--- src/rtl/psi_pkg.sv ---
// Shared types and constants for the PSI match-extract block.
package psi_pkg;

  typedef enum logic [1:0] {IDLE, SCAN, EMIT, DONE} state_t;

  localparam int W_DEF = 16;
  localparam int K_DEF = 8;

  // A K-element array holds at most K/2 disjoint pairs, so the count must reach K/2.
  function automatic int cw_f(input int k);
    return $clog2(k / 2 + 1);
  endfunction

endpackage

--- src/rtl/psi_pair_select.sv ---
// Picks element idx and element idx+1 out of the packed array and compares them.
// Out-of-range indices read as zero. The caller never acts on the result in that case.
module psi_pair_select #(
  parameter int W  = 16,
  parameter int K  = 8,
  parameter int IW = $clog2(K) + 1
) (
  input  logic [W*K-1:0] arr_i,
  input  logic [IW-1:0]  idx_i,
  output logic [W-1:0]   elem_o,
  output logic           eq_o
);

  logic [IW-1:0] idx_p1;
  logic [W-1:0]  nxt;

  assign idx_p1 = idx_i + IW'(1);

  // Mux both neighbours of the pair out of the array
  always_comb begin
    elem_o = '0;
    nxt    = '0;
    for (int i = 0; i < K; i++) begin
      if (idx_i  == IW'(i)) elem_o = arr_i[i*W +: W];
      if (idx_p1 == IW'(i)) nxt    = arr_i[i*W +: W];
    end
  end

  assign eq_o = (elem_o == nxt);

endmodule

--- src/rtl/psi_match_extract.sv ---
// Scans a sorted K-element array and streams out every value that appears
// in an adjacent equal pair, then reports the match count and pulses done.
// Optional macro PSI_MATCH_IDX_EN adds out_idx (array index of the pair's first element).
module psi_match_extract
  import psi_pkg::*;
#(
  parameter  int W  = W_DEF,
  parameter  int K  = K_DEF,
  localparam int CW = cw_f(K)
) (
  input  logic           clk,
  input  logic           rst,
  input  logic [W*K-1:0] in_array,
  input  logic           in_valid,
  output logic           in_ready,
  output logic [W-1:0]   out_data,
  output logic           out_valid,
  input  logic           out_ready,
  output logic [CW-1:0]  match_count,
  output logic           done
`ifdef PSI_MATCH_IDX_EN
  , output logic [$clog2(K)-1:0] out_idx
`endif
);

  // One extra bit so idx+2 past the last pair never wraps back into range.
  localparam int IW = $clog2(K) + 1;

  state_t         state_q;
  logic [W*K-1:0] arr_q;
  logic [IW-1:0]  idx_q;
  logic [CW-1:0]  cnt_q;
  logic [W-1:0]   data_q;
  logic           vld_q;
  logic           rdy_q;
  logic           done_q;
  logic [W-1:0]   elem;
  logic           eq;
`ifdef PSI_MATCH_IDX_EN
  logic [$clog2(K)-1:0] oidx_q;
  assign out_idx = oidx_q;
`endif

  psi_pair_select #(.W(W), .K(K), .IW(IW)) u_sel (
    .arr_i  (arr_q),
    .idx_i  (idx_q),
    .elem_o (elem),
    .eq_o   (eq)
  );

  assign in_ready    = rdy_q;
  assign out_data    = data_q;
  assign out_valid   = vld_q;
  assign match_count = cnt_q;
  assign done        = done_q;

  // Control FSM: accept, scan one pair per cycle, hold each match until taken, finish
  always_ff @(posedge clk or posedge rst) begin
    if (rst) begin
      state_q <= IDLE;
      arr_q   <= '0;
      idx_q   <= '0;
      cnt_q   <= '0;
      data_q  <= '0;
      vld_q   <= 1'b0;
      rdy_q   <= 1'b0;
      done_q  <= 1'b0;
`ifdef PSI_MATCH_IDX_EN
      oidx_q  <= '0;
`endif
    end else begin
      done_q <= 1'b0;
      case (state_q)
        IDLE: begin
          // in_ready comes up one cycle after reset; accept only once it is visible
          if (rdy_q && in_valid) begin
            arr_q   <= in_array;
            idx_q   <= '0;
            cnt_q   <= '0;
            rdy_q   <= 1'b0;
            state_q <= SCAN;
          end else begin
            rdy_q <= 1'b1;
          end
        end
        SCAN: begin
          if (idx_q > IW'(K - 2)) begin
            done_q  <= 1'b1;
            state_q <= DONE;
          end else if (eq) begin
            data_q  <= elem;
            vld_q   <= 1'b1;
`ifdef PSI_MATCH_IDX_EN
            oidx_q  <= idx_q[$clog2(K)-1:0];
`endif
            state_q <= EMIT;
          end else begin
            idx_q <= idx_q + IW'(1);
          end
        end
        EMIT: begin
          // A matched pair is consumed as a unit, so skip both elements
          if (out_ready) begin
            vld_q   <= 1'b0;
            idx_q   <= idx_q + IW'(2);
            cnt_q   <= cnt_q + CW'(1);
            state_q <= SCAN;
          end
        end
        DONE: begin
          rdy_q   <= 1'b1;
          state_q <= IDLE;
        end
        default: state_q <= IDLE;
      endcase
    end
  end

endmodule

--- config.mk ---
export PLATFORM = sky130hd
export DESIGN_NAME = psi_match_extract
export DESIGN_NICKNAME = d
export VERILOG_FILES = /design/src/rtl/psi_pkg.sv /design/src/rtl/psi_pair_select.sv /design/src/rtl/psi_match_extract.sv
export SDC_FILE = /design/constraint.sdc
export NUM_CORES = 1
export LEC_CHECK = 0
export ABC_AREA = 1
export BUFFER_PORTS_ARGS = -buffer_cell sky130_fd_sc_hd__buf_2
export CORE_MARGIN = 4
export CORE_UTILIZATION = 33
export DETAILED_ROUTE_END_ITERATION = 12
export PLACE_DENSITY = 0.48
export SYNTH_ARGS = -nofsm -noshare
export SYNTH_HDL_FRONTEND = slang
export SYNTH_HIERARCHICAL = 1
export SYNTH_SLANG_ARGS = --single-unit
--- constraint.sdc ---
create_clock -name clk -period 5.6 [get_ports clk]
set_input_delay 0.84 -clock clk [delete_from_list [all_inputs] [get_ports clk]]
set_output_delay 0.84 -clock clk [all_outputs]
set_load 0.005 [all_outputs]
==> flow_metrics.env <==
export IMPL_hold_buffers=0
export IMPL_finalSetupViolCount=0
export IMPL_antenna_found_initial=0
export IMPL_drt_pass1_iterations=5
export IMPL_syn_inst=1073
export IMPL_synth_top_family_by_area="simple AND/OR/NAND/NOR gates"
export IMPL_crit_required_ps=5960
export IMPL_cp_end_kind="flop"
export IMPL_grt_usage_pct=17.8
export IMPL_slowest_stage="dfrtp_1"
export IMPL_worstPathCellList="nand2_4 > nor2_4 > inv_2 > nor2_1 > nor3_1 > nand4_1 > nand2_1 > nand2_1 > nand3_1 > nor2_1 > nand2_1 > nor2_2 > nand2_2 > nor2_2 > nand2_1 > nand2_1"
export IMPL_synth_simple_gate_area_share_pct=26.4
export IMPL_slew_headroom_pct=26.9
export IMPL_avgSynthCellArea_um2=8.91
export IMPL_dieArea_um2=31800
export IMPL_power_density_nw_per_um2=545
export IMPL_worst_path_most_repeated_cell="nand2_1"
export IMPL_cts_made_buffers=17
export IMPL_io_buffers=153
export IMPL_finalHoldViolations=0
export IMPL_multi_input_comb_area_um2=4810
export IMPL_postLayoutCoreUtil_pct=38.5
export IMPL_cts_root_buf="clkbuf_16"
export IMPL_clock_path_buffers=2
export IMPL_drc_errors=0
export IMPL_coreArea_um2=28600
export IMPL_grt_pass1_vias=7811
export IMPL_final_max_slew_viol_count=0
export IMPL_async_reset_ff_share_pct=100
export IMPL_hpwl_um=20200
export IMPL_cp_max_fo=23
export IMPL_max_stage_delay_ps=720
export IMPL_fmax_mhz=254
export IMPL_rsz0062_at_grt="false"
export IMPL_ant_nets=0
export IMPL_seq_area_um2=3900
export IMPL_drt_total_wl_um=27700
export IMPL_status="finished clean"
export IMPL_cp_buffers_inverters=1
export IMPL_synth_distinct_cells=37
export IMPL_cts_sinks=156
export IMPL_io_pin_count=154
export IMPL_vdd_ir_drop_max_mv=0.214
export IMPL_fin_tns_setup_ps=0
export IMPL_tritoncts="built"
export IMPL_layout_min_cycle_time_ps=3940
export IMPL_grt_max_degree=157
export IMPL_crit_family="simple AND/OR/NAND/NOR gates"
export IMPL_synth_top_area_share_pct=40.8
export IMPL_cts_setup_buffers=0
export IMPL_synthFlopType="dfrtp_1"
export IMPL_synth_seq_cells=156
export IMPL_critPathKind="reg2reg"
export IMPL_drive_gt1_share_pct=29.8
export IMPL_hold_class="reg2reg"
export IMPL_cts_resized=0
export IMPL_die_height_um=178
export IMPL_htreeDepth=4
export IMPL_synth_xor_area_share_pct=0
export IMPL_synth_edf_count=0
export IMPL_avgViaCountPerCell=4.71
export IMPL_synth_nets=1213
export IMPL_synth_most_common_cell="nand2_1"
export IMPL_wl_per_cell_um=17.2
export IMPL_crit_path_start_kind="flop"
export IMPL_synth_fa_ha_area_share_pct=1.05
export IMPL_synthToLayoutAreaGrowth_pct=15.1
export IMPL_synthTopCellsByArea="dfrtp_1, mux2_4, nand2_1"
export IMPL_synth_top_cell_by_area="dfrtp_1"
export IMPL_initial_utilization_pct=33.4
export IMPL_num_nets_final=1351
export IMPL_grt_pass1_wl_um=43500
export IMPL_worst_slew_pin_slew_ps=1090
export IMPL_synthTopCellsByCount="nand2_1, dfrtp_1, mux2_4, inv_1, nor2_1"
export IMPL_crit_arrival_ps=4300
export IMPL_n_fill_cell=2921
export IMPL_leakagePower_uw=0.00586
export IMPL_rows=62
export IMPL_synth_compound_area_share_pct=2.98
export IMPL_drt_initial_drc_count=495
export IMPL_cts_clk_slew_worst_paths_ps=70
export IMPL_drv_cap=0
export IMPL_yosysWarnings=6
export IMPL_syn_area_um2=9560
export IMPL_fin_crit_sh_pct=70.3
export IMPL_diodes=0
export IMPL_place_gp_congestion=0.888
export IMPL_vias=7578
export IMPL_seq_area_frac_synth_pct=40.8
export IMPL_skew_ps=23.0
export IMPL_die_w_um=178
export IMPL_overflow=0
export IMPL_synth_mux_area_share_pct=19.8
export IMPL_clk_latency_ps=440
per-layer routing:
layer	up-vias	wire, um	global-route usage [%]
li1	3739	-	-
met1	3623	12300	23.0
met2	186	13600	30.4
met3	30	1150	3.56
met4	0	650	5.08
met5	-	0	0
path summary, 6_finish.rpt:
path	startpoint	slack, ps	to	cells after the start
setup / recovery	idx_q[0]	1660	out_data[13]	16
hold / removal	match_count[1]	500	match_count[1]	2
setup reg to reg	idx_q[0]	1660	out_data[13]	16
hold reg to reg	match_count[1]	500	match_count[1]	2
max in group asynchronous	rst	4330	arr_q[111]	3
min in group asynchronous	rst	620	arr_q[45]	3
power by group:
group	internal, uW	leakage, uW	total [uW]	switching (uW)
combinational	1330	0.00369	2710	1380
sequential	1630	0.00189	2150	514
clock	619	0.000275	1140	520
total	3580	0.00586	6000	2420
through the flow:
| stage | std cells | power [uW] | hold WS, ps | setup slack (ps) | area (um^2) |
|---|---|---|---|---|---|
| after floorplan | 1073 | 4200 | 464 | 553 | 9560 |
| after CTS | 1608 | 6060 | 506 | 1640 | 11000 |
| after global routing | 1608 | 6460 | 522 | 1180 | 11000 |
| final | 1608 | 6000 | 501 | 1660 | 11000 |
| after global placement | 1576 | 4870 | 483 | 1800 | 10400 |
| after detailed placement | 1576 | 4880 | 490 | 1680 | 10400 |
area by class of cell:
type	count	share of cell area (%)
Clock buffer	17	3.86
Clock inverter	15	1.26
Inverter	111	3.85
Multi-Input combinational cell	766	43.7
Sequential cell	156	35.5
Tap cell	384	4.36
Timing Repair Buffer	159	7.48
cell families (layout without fill, tap and decap cells):
group / after synthesis / count (layout)
AO/OA/AOI/OAI: 50 / 50
adder cells (fa/ha/maj): 8 / 8
buffers and inverters: 151 / 302
flip-flops: 156 / 156
multiplexers: 128 / 128
AND/OR/NAND/NOR: 580 / 580
placed cells by master (no fill, tap or decap), drive strengths merged:
| master | n |
|---|---|
| o211ai | 2 |
| clkbuf | 17 |
| a31oi | 1 |
| mux2 | 128 |
| nand3 | 87 |
| dfrtp | 156 |
| inv | 112 |
| buf | 159 |
| nor3 | 4 |
| a21oi | 19 |
| nor2 | 110 |
| o21ai | 25 |
| o22ai | 1 |
| clkinv | 11 |
| or2 | 12 |
| bufinv | 1 |
| ha | 8 |
| a21boi | 1 |
| clkinvlp | 2 |
| nand2 | 333 |
| nand4 | 34 |
| o31ai | 1 |
state kept, by name (all words and copies together) (netlist names):
signal       count
idx_q            4
out_data        16
in_ready         1
state_q          2
match_count      3
arr_q          128
out_valid        1
done             1
worst register-to-register path, stage by stage (launching register included):
cell,delay [ps]
dfrtp_1,720
nand2_4,180
nor2_4,590
inv_2,250
nor2_1,190
nor3_1,80
nand4_1,150
nand2_1,70
nand2_1,80
nand3_1,60
nor2_1,130
nand2_1,100
nor2_2,140
nand2_2,240
nor2_2,670
nand2_1,110
nand2_1,100
(Power assumes the default switching activity.)
